--- config.mk ---
export PLATFORM = sky130hd
export DESIGN_NAME = apb_uart_tx_sched_flat
export DESIGN_NICKNAME = d
export VERILOG_FILES = /design/src/rtl/apb_uart_tx_sched_if.sv /design/src/rtl/apb_uart_tx_sched.sv /design/src/flat_wrapper.sv
export SDC_FILE = /design/constraint.sdc
export NUM_CORES = 1
export LEC_CHECK = 0
export BUFFER_PORTS_ARGS = -buffer_cell sky130_fd_sc_hd__buf_2
export CAP_MARGIN = 20
export CORE_UTILIZATION = 40
export DETAILED_ROUTE_END_ITERATION = 12
export HOLD_SLACK_MARGIN = 0.12
export MAX_ROUTING_LAYER = met4
export PLACE_DENSITY = 0.72
export SLEW_MARGIN = 20
export SYNTH_ARGS = -nofsm -noshare
export SYNTH_HDL_FRONTEND = slang
export SYNTH_SLANG_ARGS = --single-unit
--- constraint.sdc ---
create_clock -name clk -period 3 [get_ports clk]
set_clock_uncertainty 0.05 [all_clocks]
set_input_delay 0.45 -clock clk [delete_from_list [all_inputs] [get_ports clk]]
set_output_delay 0.45 -clock clk [all_outputs]
set_load 0.01 [all_outputs]
--- src/rtl/apb_uart_tx_sched_if.sv ---
// APB bus between the TX scheduler (master) and the UART register slave.
interface apb_uart_tx_sched_if #(
    parameter int APB_ADDR_WIDTH = 12
) ();
    logic [APB_ADDR_WIDTH-1:0] paddr;
    logic [31:0]               pwdata;
    logic                      pwrite;
    logic                      psel;
    logic                      penable;
    logic [31:0]               prdata;
    logic                      pready;
    logic                      pslverr;

    modport master (
        output paddr, pwdata, pwrite, psel, penable,
        input  prdata, pready, pslverr
    );

    modport slave (
        input  paddr, pwdata, pwrite, psel, penable,
        output prdata, pready, pslverr
    );
endinterface

--- src/rtl/apb_uart_tx_sched.sv ---
// APB master owning the UART register port: programs the UART after reset,
// then feeds bytes from N_REQ producers round-robin into THR, keeping a local
// TX FIFO credit that is refilled only when LSR reports an empty transmitter.
module apb_uart_tx_sched #(
    parameter int          APB_ADDR_WIDTH = 12,
    parameter int          N_REQ          = 4,
    parameter logic [15:0] DIVISOR        = 16'h0064,
    parameter logic [7:0]  LCR_CFG        = 8'h03,
    parameter int          TX_FIFO_DEPTH  = 16
) (
    input  logic                 clk,
    input  logic                 rstn,
    input  logic [N_REQ-1:0]     req_valid_i,
    input  logic [8*N_REQ-1:0]   req_data_i,
    output logic [N_REQ-1:0]     req_ready_o,
    output logic                 init_done_o,
    output logic                 err_o,
    apb_uart_tx_sched_if.master  apb
);
    localparam int CW = $clog2(TX_FIFO_DEPTH) + 1;
    localparam int PW = (N_REQ > 1) ? $clog2(N_REQ) : 1;
    localparam logic [CW-1:0] CREDIT_FULL = CW'(TX_FIFO_DEPTH);

    typedef enum logic [3:0] {
        INIT_DLAB, INIT_DLL, INIT_DLM, INIT_LCR, INIT_FCR,
        IDLE, GRANT, WRITE, POLL
    } state_t;

    state_t        state;
    logic [CW-1:0] credit;
    logic [PW-1:0] rr_ptr;
    logic [7:0]    tx_byte;
    logic          psel_q;
    logic          penable_q;
    logic          pwrite_q;
    logic [2:0]    reg_q;
    logic [7:0]    wdata_q;

    logic             pick_found;
    logic [N_REQ-1:0] pick_onehot;
    logic [7:0]       pick_data;
    logic [PW-1:0]    pick_next;
    int               pick_dist;

    logic xfer_done;
    logic unused_prdata;

    assign apb.paddr   = APB_ADDR_WIDTH'(reg_q);
    assign apb.pwdata  = {24'h0, wdata_q};
    assign apb.pwrite  = pwrite_q;
    assign apb.psel    = psel_q;
    assign apb.penable = penable_q;

    assign xfer_done     = psel_q & penable_q & apb.pready;
    assign unused_prdata = ^{apb.prdata[31:6], apb.prdata[4:0]};

    // Register index and data of each init write, packed as {reg, byte}.
    function automatic logic [10:0] init_xfer(state_t s);
        case (s)
            INIT_DLAB: init_xfer = {3'd3, LCR_CFG | 8'h80};
            INIT_DLL:  init_xfer = {3'd0, DIVISOR[7:0]};
            INIT_DLM:  init_xfer = {3'd1, DIVISOR[15:8]};
            INIT_LCR:  init_xfer = {3'd3, LCR_CFG & 8'h7F};
            default:   init_xfer = {3'd2, 8'h06};
        endcase
    endfunction

    function automatic state_t next_init(state_t s);
        case (s)
            INIT_DLAB: next_init = INIT_DLL;
            INIT_DLL:  next_init = INIT_DLM;
            INIT_DLM:  next_init = INIT_LCR;
            default:   next_init = INIT_FCR;
        endcase
    endfunction

    // Round-robin pick: valid requester with the smallest distance from rr_ptr.
    always_comb begin
        pick_dist   = N_REQ;
        pick_onehot = '0;
        pick_data   = 8'h00;
        pick_next   = '0;
        for (int i = 0; i < N_REQ; i++) begin
            if (req_valid_i[i] && (((i + N_REQ - int'(rr_ptr)) % N_REQ) < pick_dist)) begin
                pick_dist      = (i + N_REQ - int'(rr_ptr)) % N_REQ;
                pick_onehot    = '0;
                pick_onehot[i] = 1'b1;
                pick_data      = req_data_i[8*i +: 8];
                pick_next      = PW'((i + 1) % N_REQ);
            end
        end
        pick_found = |pick_onehot;
    end

    // Scheduler FSM with APB phase sequencing; init writes run back to back.
    always_ff @(posedge clk or negedge rstn) begin
        if (!rstn) begin
            state       <= INIT_DLAB;
            credit      <= '0;
            rr_ptr      <= '0;
            tx_byte     <= 8'h00;
            psel_q      <= 1'b0;
            penable_q   <= 1'b0;
            pwrite_q    <= 1'b0;
            reg_q       <= 3'd0;
            wdata_q     <= 8'h00;
            req_ready_o <= '0;
            init_done_o <= 1'b0;
            err_o       <= 1'b0;
        end else begin
            req_ready_o <= '0;
            if (psel_q && !penable_q) begin
                penable_q <= 1'b1;
            end
            if (xfer_done && apb.pslverr) begin
                err_o <= 1'b1;
            end
            case (state)
                INIT_DLAB, INIT_DLL, INIT_DLM, INIT_LCR, INIT_FCR: begin
                    if (!psel_q) begin
                        psel_q           <= 1'b1;
                        penable_q        <= 1'b0;
                        pwrite_q         <= 1'b1;
                        {reg_q, wdata_q} <= init_xfer(state);
                    end else if (xfer_done) begin
                        if (state == INIT_FCR) begin
                            psel_q      <= 1'b0;
                            penable_q   <= 1'b0;
                            init_done_o <= 1'b1;
                            state       <= IDLE;
                        end else begin
                            penable_q        <= 1'b0;
                            {reg_q, wdata_q} <= init_xfer(next_init(state));
                            state            <= next_init(state);
                        end
                    end
                end
                IDLE: begin
                    if (|req_valid_i) begin
                        state <= (credit == '0) ? POLL : GRANT;
                    end
                end
                GRANT: begin
                    if (pick_found) begin
                        req_ready_o <= pick_onehot;
                        tx_byte     <= pick_data;
                        rr_ptr      <= pick_next;
                        state       <= WRITE;
                    end else begin
                        state <= IDLE;
                    end
                end
                WRITE: begin
                    if (!psel_q) begin
                        psel_q    <= 1'b1;
                        penable_q <= 1'b0;
                        pwrite_q  <= 1'b1;
                        reg_q     <= 3'd0;
                        wdata_q   <= tx_byte;
                    end else if (xfer_done) begin
                        psel_q    <= 1'b0;
                        penable_q <= 1'b0;
                        if (credit != '0) begin
                            credit <= credit - 1'b1;
                        end
                        state <= IDLE;
                    end
                end
                POLL: begin
                    if (!psel_q) begin
                        psel_q    <= 1'b1;
                        penable_q <= 1'b0;
                        pwrite_q  <= 1'b0;
                        reg_q     <= 3'd5;
                        wdata_q   <= 8'h00;
                    end else if (xfer_done) begin
                        psel_q    <= 1'b0;
                        penable_q <= 1'b0;
                        if (apb.prdata[5]) begin
                            credit <= CREDIT_FULL;
                            state  <= (|req_valid_i) ? GRANT : IDLE;
                        end else begin
                            state <= IDLE;
                        end
                    end
                end
                default: state <= IDLE;
            endcase
        end
    end
endmodule

--- src/flat_wrapper.sv ---
// flat-port wrapper written by rule: the top's interface ports become plain ports
module apb_uart_tx_sched_flat 
#(
    parameter int          APB_ADDR_WIDTH = 12,
    parameter int          N_REQ          = 4,
    parameter logic [15:0] DIVISOR        = 16'h0064,
    parameter logic [7:0]  LCR_CFG        = 8'h03,
    parameter int          TX_FIFO_DEPTH  = 16
)
  (clk, rstn, req_valid_i, req_data_i, req_ready_o, init_done_o, err_o, apb_paddr, apb_pwdata, apb_pwrite, apb_psel, apb_penable, apb_prdata, apb_pready, apb_pslverr);
  apb_uart_tx_sched_if #(.APB_ADDR_WIDTH(APB_ADDR_WIDTH)) apb_i ();
  input  logic clk;
  input  logic rstn;
  input  logic [N_REQ-1:0] req_valid_i;
  input  logic [8*N_REQ-1:0] req_data_i;
  output logic [N_REQ-1:0] req_ready_o;
  output logic init_done_o;
  output logic err_o;
  output wire logic [$bits(apb_i.paddr)-1:0] apb_paddr;
  output wire logic [$bits(apb_i.pwdata)-1:0] apb_pwdata;
  output wire logic [$bits(apb_i.pwrite)-1:0] apb_pwrite;
  output wire logic [$bits(apb_i.psel)-1:0] apb_psel;
  output wire logic [$bits(apb_i.penable)-1:0] apb_penable;
  input wire logic [$bits(apb_i.prdata)-1:0] apb_prdata;
  input wire logic [$bits(apb_i.pready)-1:0] apb_pready;
  input wire logic [$bits(apb_i.pslverr)-1:0] apb_pslverr;
  assign apb_paddr = apb_i.paddr;
  assign apb_pwdata = apb_i.pwdata;
  assign apb_pwrite = apb_i.pwrite;
  assign apb_psel = apb_i.psel;
  assign apb_penable = apb_i.penable;
  assign apb_i.prdata = apb_prdata;
  assign apb_i.pready = apb_pready;
  assign apb_i.pslverr = apb_pslverr;
  apb_uart_tx_sched #(.APB_ADDR_WIDTH(APB_ADDR_WIDTH), .N_REQ(N_REQ), .DIVISOR(DIVISOR), .LCR_CFG(LCR_CFG), .TX_FIFO_DEPTH(TX_FIFO_DEPTH)) u_core (.clk(clk), .rstn(rstn), .req_valid_i(req_valid_i), .req_data_i(req_data_i), .req_ready_o(req_ready_o), .init_done_o(init_done_o), .err_o(err_o), .apb(apb_i));
endmodule
==> flow_metrics.tcl, run 1 <==
set metrics [dict create \
    ys_warn_count 0 \
    hold_buffers 0 \
    synth_cells 312 \
    crit_start "u_core.rr_ptr[1]" \
    layout_min_cycle_time_ps 3000 \
    nets 442 \
    cts_root_buf "clkbuf_8" \
    die-area_sq_mm 0.00731 \
    critPathCaptureType "flip-flop" \
    portBuffers 60 \
    r2r-end "u_core.tx_byte[2]" \
    worstPathArrival_ps 3170 \
    syn_to_final_growth_pct 15.3 \
    core_area_sq_mm 0.00676 \
    reg2reg_slack_ps -5 \
    utilization_pct 47.6 \
    cts_buffers 5 \
    insertion_delay_ps 290 \
    io_pins 125 \
    power.density_mw_per_mm2 1030 \
    ys_types 60 \
    drive_gt1_share_pct 30.7 \
    initial_core_util_pct 41.3 \
    failed_checks "setup timing" \
    syn-cell-area_sq_mm 0.00279 \
    core.rowCount 30 \
    placed_cells 435 \
    maxCapViolations 0 \
    hold_violations 0 \
    final_cell_area_sq_mm 0.00322 \
    cts_sinks 39 \
    finalNonFillerCells 448 \
    most-common-layout-cells "buf_2, dfrtp_1, nand2_1" \
    relSlewSlack_pct 41.1 \
    dpl.hpwl_um 4380 \
    groute.usage.overall_pct 16.4 \
    fin_crit_sh_pct 100 \
    routabilityCongestion 0.898 \
    rsz0062_at_grt "true" \
    synth_top_area_share_pct 35.0 \
    required_ps 3160 \
    ir_drop_mv 0.701 \
    wl_um 5910 \
    num_antenna_cells 0 \
    first_pass_iters 6 \
    grt_pass1_wl_um 9520 \
    status "finished with violations" \
    wl_per_cell_um 13.2 \
    synth-edff-count 0 \
    synth_top_area_cell "dfrtp_1" \
    drtIter0Drc 175 \
    regToRegStartpoint "u_core.rr_ptr[1]" \
    crit_path_end "u_core.tx_byte[2]" \
    placed_area_sq_mm 0.00300 \
    postRouteAntennaNets 0 \
    grt_pass1_vias 2120 \
    avgSynthCellArea_sq_um 8.94 \
    cts_max_path_buffers 2 \
    die_y_um 85.5 \
    synth_seq_cells 39 \
    drcViolationCount 0 \
    antenna_found_initial 0 \
    hold_class "in -> async" \
    tightest_slew_ps 883 \
    start_kind "flip-flop" \
    fill_cells 686 \
    die_w_um 85.5 \
    r2r_cells 13 \
    final_common_cell "buf_2" \
    grt_max_degree 40 \
    setup_viol_count_final 1 \
    finalWorstSetupSlack_ps -4.53 \
    pre_cts_ws_ps -63.6 \
    p_leak_nw 1.45 \
    crit_fanout 4 \
    viasPerCell 5.37 \
    max_clock_freq_mhz 333 \
    vias 2407 \
    seqCellArea_sq_um 977 \
    cts_tree "built" \
    overflow 0 \
    htreeDepth 2 \
    synth.area.top_cells "dfrtp_1, buf_4, nand2_1" \
    async_flop_share_pct 100 \
    final_max_slew_viol_count 0 \
    synth_flop_cell "dfrtp_1" \
    multi_input_area_sq_mm 0.00159 \
    path_class "reg -> reg" \
    yosysSeqAreaShare_pct 35.0 \
    cts.clk_slew.worst_paths_ps 80 \
]
## where the power goes
part	switching, mW	internal (mW)	total [mW]	leakage (nW)
Sequential	0.306	0.723	1.03	0.473
Clock	0.180	0.188	0.368	0.0484
Combinational	1.00	0.903	1.90	0.932
## worst min-delay path by stage
stage / endpoint / slack [ps] / depth (start not counted) / start
finish: u_core.state[0] / 200 / 1 / rstn
global route: u_core.state[0] / 280 / 1 / rstn
CTS: u_core.state[0] / 250 / 1 / rstn
detailed placement: u_core.err_o / 400 / 1 / u_core.err_o
global placement: u_core.err_o / 390 / 1 / u_core.err_o
floorplan: u_core.apb.penable / 100 / 0 / rstn
## synthesized netlist by cell type, types with 3 or more instances
library cell,instances
a21oi_1,17
a221o_1,9
a22o_1,3
a31oi_2,6
and3_1,4
buf_2,10
buf_4,35
buf_6,3
clkbuf_1,6
dfrtp_1,39
ha_1,3
inv_1,8
mux2i_1,3
nand2_1,38
nand2b_1,6
nand3_1,6
nor2_1,23
nor3_1,6
o211ai_1,3
o211ai_2,6
o21a_1,3
o21ai_0,17
o31ai_1,7
o32a_1,5
## cell type report
class	count	share of cell area (%)
multi-input combinational	241	49.5
sequential	39	30.4
timing repair buffer	72	13.1
tap	80	3.11
clock buffer	7	2.68
inverter	8	0.934
clock inverter	1	0.272
## flip-flops by register name, indices dropped and copies added (netlist names)
| register | flops |
|---|---|
| u_core.state | 4 |
| u_core.apb.pwrite | 1 |
| u_core.init_done_o | 1 |
| u_core.apb.penable | 1 |
| u_core.apb.psel | 1 |
| u_core.err_o | 1 |
| u_core.reg_q | 3 |
| u_core.tx_byte | 8 |
| u_core.credit | 5 |
| u_core.wdata_q | 8 |
| u_core.req_ready_o | 4 |
| u_core.rr_ptr | 2 |
## timing repair
action                                 in CTS  in global routing
gates cloned                                0                  1
gates resized for setup                     2                 10
endpoints found under the hold margin       0                  0
pin swaps                                   0                  6
setup endpoints to repair                  11                 14
buffers inserted                            0                  4
## metal layers
layer	GRT usage (%)	vias to the layer above	share of wire, %
met5	-	-	0
li1	-	1187	-
met1	21.7	1123	44
met4	4.85	0	1.7
met2	25.7	85	48
met3	3.37	12	5.6
## critical path, cell delays in order, from the launching register on
cell,delay (ps)
dfrtp_1,420
nand2b_4,160
o32a_1,360
ha_1,230
nor3_2,190
o21ai_2,130
nand2_1,100
o21ai_2,80
ha_4,290
o31ai_4,80
o311ai_4,360
clkbuf_16,230
o211ai_2,90
a31oi_2,160
## kinds of logic (layout without fill, tap and decap cells)
logic type               after synthesis  count (layout)  share of synthesized area, %
multiplexers                           3               3                          1.08
buffers and inverters                 64              88                          14.6
AO/OA/AOI/OAI                        101             101                          29.1
adder cells (fa/ha/maj)                3               3                          1.35
XOR/XNOR                               2               2                         0.628
flip-flops                            39              39                          35.0
other                                  1              33                         0.134
AND/OR/NAND/NOR                       99              99                          18.1
## stage by stage
step	total power, mW	setup TNS, ps	hold slack [ps]
2_1_floorplan	2.37	0	104
3_3_place_gp	2.68	0	389
3_5_place_dp	2.72	-378	397
4_1_cts	3.11	0	248
5_1_grt	3.57	-1300	282
6_report	3.30	-4.53	203
Note: power is estimated with default switching activity, not from simulation.
==> run 2: changes to the inputs <==
--- a/config.mk
+++ b/config.mk
@@ -11,7 +11,7 @@
 export DETAILED_ROUTE_END_ITERATION = 12
 export HOLD_SLACK_MARGIN = 0.12
 export MAX_ROUTING_LAYER = met4
-export PLACE_DENSITY = 0.72
+export PLACE_DENSITY = 0.7
 export SLEW_MARGIN = 20
 export SYNTH_ARGS = -nofsm -noshare
 export SYNTH_HDL_FRONTEND = slang
==> constraint.sdc (replaced) <==
create_clock -name clk -period 3.4 [get_ports clk]
set_clock_uncertainty 0.05 [all_clocks]
set_input_delay 0.51 -clock clk [delete_from_list [all_inputs] [get_ports clk]]
set_output_delay 0.51 -clock clk [all_outputs]
set_load 0.01 [all_outputs]
==> flow_metrics.tcl, run 2 (same netlist as run 1, synthesis figures left out) <==
set metrics [dict create \
    r2r-end "u_core.tx_byte[4]" \
    finalNonFillerCells 439 \
    sw_frac_of_total_pct 44.9 \
    cts_sinks 39 \
    crit_buf_inv 1 \
    hold_buffers 0 \
    drcViolationCount 0 \
    setup_viol_count_final 0 \
    ir_drop_mv 0.435 \
    cts_buffers 5 \
    power_frac_comb_pct 51.9 \
    placed_area_sq_mm 0.00295 \
    required_ps 3570 \
    grt_pass1_wl_um 9850 \
    max_clock_freq_mhz 320 \
    crit_path_frequent_cell "ha_1" \
    reg_top3 "u_core.tx_byte: 8 flops, u_core.wdata_q: 8 flops, u_core.credit: 5 flops" \
    layout_min_cycle_time_ps 3130 \
    antenna_found_initial 0 \
    power.density_mw_per_mm2 893 \
    wl_um 5760 \
    cts_root_buf "clkbuf_8" \
    syn_to_final_growth_pct 10.3 \
    regToRegStartpoint "u_core.rr_ptr[1]" \
    cp_top_family "compound AO/OA/AOI/OAI gates" \
    cts.clk_slew.worst_paths_ps 80 \
    worstPathArrival_ps 3290 \
    groute.usage.overall_pct 17.0 \
    fin_crit_sh_pct 91.9 \
    final_common_cell "buf_2" \
    final_max_slew_viol_count 0 \
    nets 433 \
    clock_power_share_pct 15.0 \
    tightest_slew_ps 876 \
    r2r_cells 13 \
    p_seq_share_pct 33.0 \
    placed_cells 431 \
    crit_start "u_core.rr_ptr[1]" \
    io_pins 125 \
    wl_per_cell_um 13.1 \
    num_antenna_cells 0 \
    drtIter0Drc 159 \
    max_stage_delay_ps 430 \
    htreeDepth 2 \
    hold_class "in -> async" \
    maxCapViolations 0 \
    grt_max_degree 40 \
    postRouteAntennaNets 0 \
    die_y_um 85.5 \
    post_cts_buffers 0 \
    drive_gt1_share_pct 26.5 \
    reg2reg_slack_ps 270 \
    insertion_delay_ps 290 \
    crit_cells 13 \
    path_class "reg -> reg" \
    status "completed" \
    start_kind "flip-flop" \
    routabilityCongestion 0.832 \
    final_cell_area_sq_mm 0.00308 \
    core.rowCount 30 \
    die-area_sq_mm 0.00731 \
    viasPerCell 5.34 \
    intPower_mw 1.51 \
    critPathCaptureType "flip-flop" \
    p_sw_mw 1.23 \
    core_area_sq_mm 0.00676 \
    initial_core_util_pct 41.3 \
    crit_fanout 12 \
    vias 2343 \
    grt_pass1_vias 2121 \
    first_pass_iters 4 \
    overflow 0 \
    p_leak_nw 1.39 \
    crit_path_end "u_core.tx_byte[4]" \
    most-common-layout-cells "buf_2, dfrtp_1, nand2_1" \
    cts_tree "built" \
    cts_max_path_buffers 2 \
    portBuffers 60 \
    dpl.hpwl_um 4270 \
    die_w_um 85.5 \
    slowest_stage "dfrtp_1" \
    rsz0062_at_grt "false" \
    relSlewSlack_pct 41.6 \
    cp_cell_sequence "nand2b_1 > o32a_1 > ha_1 > o22ai_1 > o21ai_1 > nand2_1 > o21ai_0 > ha_1 > o31ai_1 > o311ai_4 > buf_4 > o211ai_2 > a31oi_2" \
    cts_resized 0 \
    setup_tns_ps 0 \
    hold_violations 0 \
]
==> run 2: cell types whose count changed in the layout (fill, tap and decap cells not counted), sizes merged <==
cell,previous run,this run
clkinv,1,0
buf,71,63
inv,8,9
bufinv,0,1
clkbuf,8,6
==> run 2: worst register-to-register path, cell delays in order, from the launching register on <==
cell and delay (ps):
dfrtp_1 430, nand2b_1 200, o32a_1 320, ha_1 280
o22ai_1 210, o21ai_1 170, nand2_1 90, o21ai_0 90
ha_1 290, o31ai_1 110, o311ai_4 290, buf_4 240
o211ai_2 120, a31oi_2 170
==> run 2: stage by stage <==
stage          hold slack, ps  power (mW)  util (%)  setup slack [ps]
6_report                  279        2.74      45.5               275
5_1_grt                   352        3.00      45.5               108
4_1_cts                   312        2.76      45.5               271
3_5_place_dp              389        2.35      43.7              31.9
3_3_place_gp              388        2.30      43.7               111
2_1_floorplan             164        2.08         -               101
==> run 2: power groups by stage <==
| stage | sequential (mW) | combinational (mW) | clock [mW] |
|---|---|---|---|
| floorplan | 0.776 | 1.30 | 0 |
| global placement | 0.904 | 1.40 | 0 |
| detailed placement | 0.910 | 1.44 | 0 |
| CTS | 0.902 | 1.44 | 0.422 |
| global route | 0.946 | 1.62 | 0.439 |
| finish | 0.906 | 1.43 | 0.413 |
==> run 2: metal layers <==
layer	GRT usage [%]	vias up	wire, um
met5	-	-	0
met4	3.94	0	21
met3	3.37	2	294
met2	26.6	71	2720
met1	22.8	1108	2720
li1	-	1162	-
==> run 2: layout make-up <==
type                            count  area, sq um
Tap cell                           80          100
Inverter                            8         30.0
Timing Repair Buffer               63          323
Sequential cell                    39          976
Multi-Input combinational cell    241         1530
Fill cell                         673         3680
Clock buffer                        6         82.6
Clock inverter                      2         38.8
==> run 2: how the worst min path moves through the flow <==
stage | endpoint | cells after the start | from | slack, ps
2_1_floorplan | u_core.apb.penable | 0 | rstn | 160
3_3_place_gp | u_core.err_o | 1 | u_core.err_o | 390
3_5_place_dp | u_core.err_o | 1 | u_core.err_o | 390
4_1_cts | u_core.state[1] | 1 | rstn | 310
5_1_grt | u_core.wdata_q[0] | 1 | rstn | 350
6_report | u_core.state[1] | 1 | rstn | 280
==> run 3: changes to the inputs <==
--- a/config.mk
+++ b/config.mk
@@ -11,7 +11,7 @@
 export DETAILED_ROUTE_END_ITERATION = 12
 export HOLD_SLACK_MARGIN = 0.12
 export MAX_ROUTING_LAYER = met4
-export PLACE_DENSITY = 0.7
+export PLACE_DENSITY = 0.81
 export SLEW_MARGIN = 20
 export SYNTH_ARGS = -nofsm -noshare
 export SYNTH_HDL_FRONTEND = slang
==> constraint.sdc (replaced) <==
create_clock -name clk -period 4 [get_ports clk]
set_clock_uncertainty 0.05 [all_clocks]
set_input_delay 0.6 -clock clk [delete_from_list [all_inputs] [get_ports clk]]
set_output_delay 0.6 -clock clk [all_outputs]
set_load 0.01 [all_outputs]
==> flow_metrics.tcl, run 3 (same netlist as run 1, synthesis figures left out) <==
set metrics [dict create \
    die-area_sq_mm 0.00731 \
    required_ps 4170 \
    setup_tns_ps 0 \
    routabilityCongestion 0.854 \
    post_cts_buffers 0 \
    die_w_um 85.5 \
    most-common-layout-cells "buf_2, dfrtp_1, nand2_1" \
    final_max_slew_viol_count 0 \
    htreeDepth 2 \
    overflow 0 \
    cts.clk_slew.worst_paths_ps 80 \
    io_pins 125 \
    dpl.hpwl_um 4510 \
    max_clock_freq_mhz 288 \
    drcViolationCount 0 \
    drtIter0Drc 163 \
    cts_sinks 39 \
    drive_gt1_share_pct 26.3 \
    p_total_mw 2.34 \
    reg_top3 "u_core.tx_byte: 8 flops, u_core.wdata_q: 8 flops, u_core.credit: 5 flops" \
    power.density_mw_per_mm2 761 \
    sw_frac_of_total_pct 45.3 \
    tightest_slew_ps 948 \
    cts_tree "built" \
    ir_drop_mv 0.390 \
    first_pass_iters 7 \
    p_sw_mw 1.06 \
    finalWorstSetupSlack_ps 523 \
    hold_class "in -> async" \
    crit_fanout 10 \
    portBuffers 60 \
    initial_core_util_pct 41.3 \
    status "completed" \
    setup_viol_count_final 0 \
    core_area_sq_mm 0.00676 \
    final_common_cell "buf_2" \
    p_leak_nw 1.39 \
    p_seq_share_pct 33.0 \
    cp_cell_sequence "buf_2 > inv_1 > o32a_1 > ha_1 > o22ai_1 > o21ai_0 > o21ai_0 > ha_1 > o31ai_1 > o311ai_4 > buf_12 > o211ai_2 > a31oi_2" \
    fin_crit_sh_pct 86.9 \
    grt_pass1_vias 2183 \
    grt_pass1_wl_um 9920 \
    hold_violations 0 \
    path_class "in -> reg" \
    relSlewSlack_pct 36.8 \
    critPathCaptureType "flip-flop" \
    insertion_delay_ps 300 \
    viasPerCell 5.43 \
    core.rowCount 30 \
    slowest_stage "o21ai_0" \
    wl_per_cell_um 13.6 \
    cts_buffers 5 \
    die_y_um 85.5 \
    layout_min_cycle_time_ps 3480 \
    clock_power_share_pct 14.0 \
    grt_max_degree 40 \
    pre_cts_ws_ps 233 \
    intPower_mw 1.28 \
    postRouteAntennaNets 0 \
    cts_max_path_buffers 2 \
    nets 432 \
    hold_buffers 0 \
    syn_to_final_growth_pct 10.1 \
    vias 2380 \
    worstPathArrival_ps 3650 \
    cts_root_buf "clkbuf_8" \
    maxCapViolations 0 \
    antenna_found_initial 0 \
    num_antenna_cells 0 \
    groute.usage.overall_pct 17.2 \
    max_stage_delay_ps 520 \
    start_kind "primary input" \
    cts_resized 0 \
    wl_um 5940 \
    rsz0062_at_grt "false" \
    power_frac_comb_pct 52.9 \
]
==> run 3: layout make-up <==
class	count	area, sq um
clock buffers	5	68.8
clock inverters	3	43.8
fillers	677	3680
inverters	8	30.0
multi-input cells	241	1530
flip-flops and latches	39	976
well taps	80	100
repair buffers	62	328
==> run 3: path summary, 6_finish.rpt <==
| path | depth (start not counted) | slack (ps) | startpoint | end |
|---|---|---|---|---|
| min | 1 | 360 | rstn | u_core.credit[2] |
| min reg2reg | 1 | 410 | u_core.err_o | u_core.err_o |
| max in group asynchronous | 1 | 3000 | rstn | u_core.apb.psel |
| max | 13 | 520 | req_valid_i[0] | u_core.tx_byte[7] |
| max reg2reg | 12 | 570 | u_core.rr_ptr[1] | u_core.tx_byte[7] |
| min in group clk | 1 | 410 | u_core.err_o | u_core.err_o |
==> run 3: per-stage QoR <==
| stage | util (%) | area [sq um] | std cells | hold WS (ps) |
|---|---|---|---|---|
| global placement | 43.8 | 2960 | 430 | 387 |
| detailed placement | 43.8 | 2960 | 430 | 397 |
| floorplan | - | 2910 | 344 | 254 |
| global route | 45.5 | 3070 | 438 | 427 |
| CTS | 45.5 | 3070 | 438 | 391 |
| finish | 45.5 | 3070 | 438 | 360 |
==> run 3: routing by layer <==
layer	wire length, um	GRT usage (%)	vias to the layer above
met4	38	4.39	0
met1	2520	20.5	1136
li1	-	-	1159
met2	3040	29.5	81
met5	0	-	-
met3	343	3.56	4
==> run 3: power groups by stage <==
stage | clock network [mW] | registers [mW] | logic (mW)
after floorplan | 0 | 0.660 | 1.11
after global placement | 0 | 0.762 | 1.20
after detailed placement | 0 | 0.772 | 1.24
after CTS | 0.334 | 0.767 | 1.24
after global routing | 0.351 | 0.800 | 1.38
final | 0.328 | 0.772 | 1.24
==> run 3: worst max-delay path, delay by kind of cell <==
| family | cells | cell delay (ps) |
|---|---|---|
| AOI/OAI and AO/OA | 8 | 1990 |
| adders and majority gates | 2 | 580 |
| buffers and inverters | 3 | 490 |
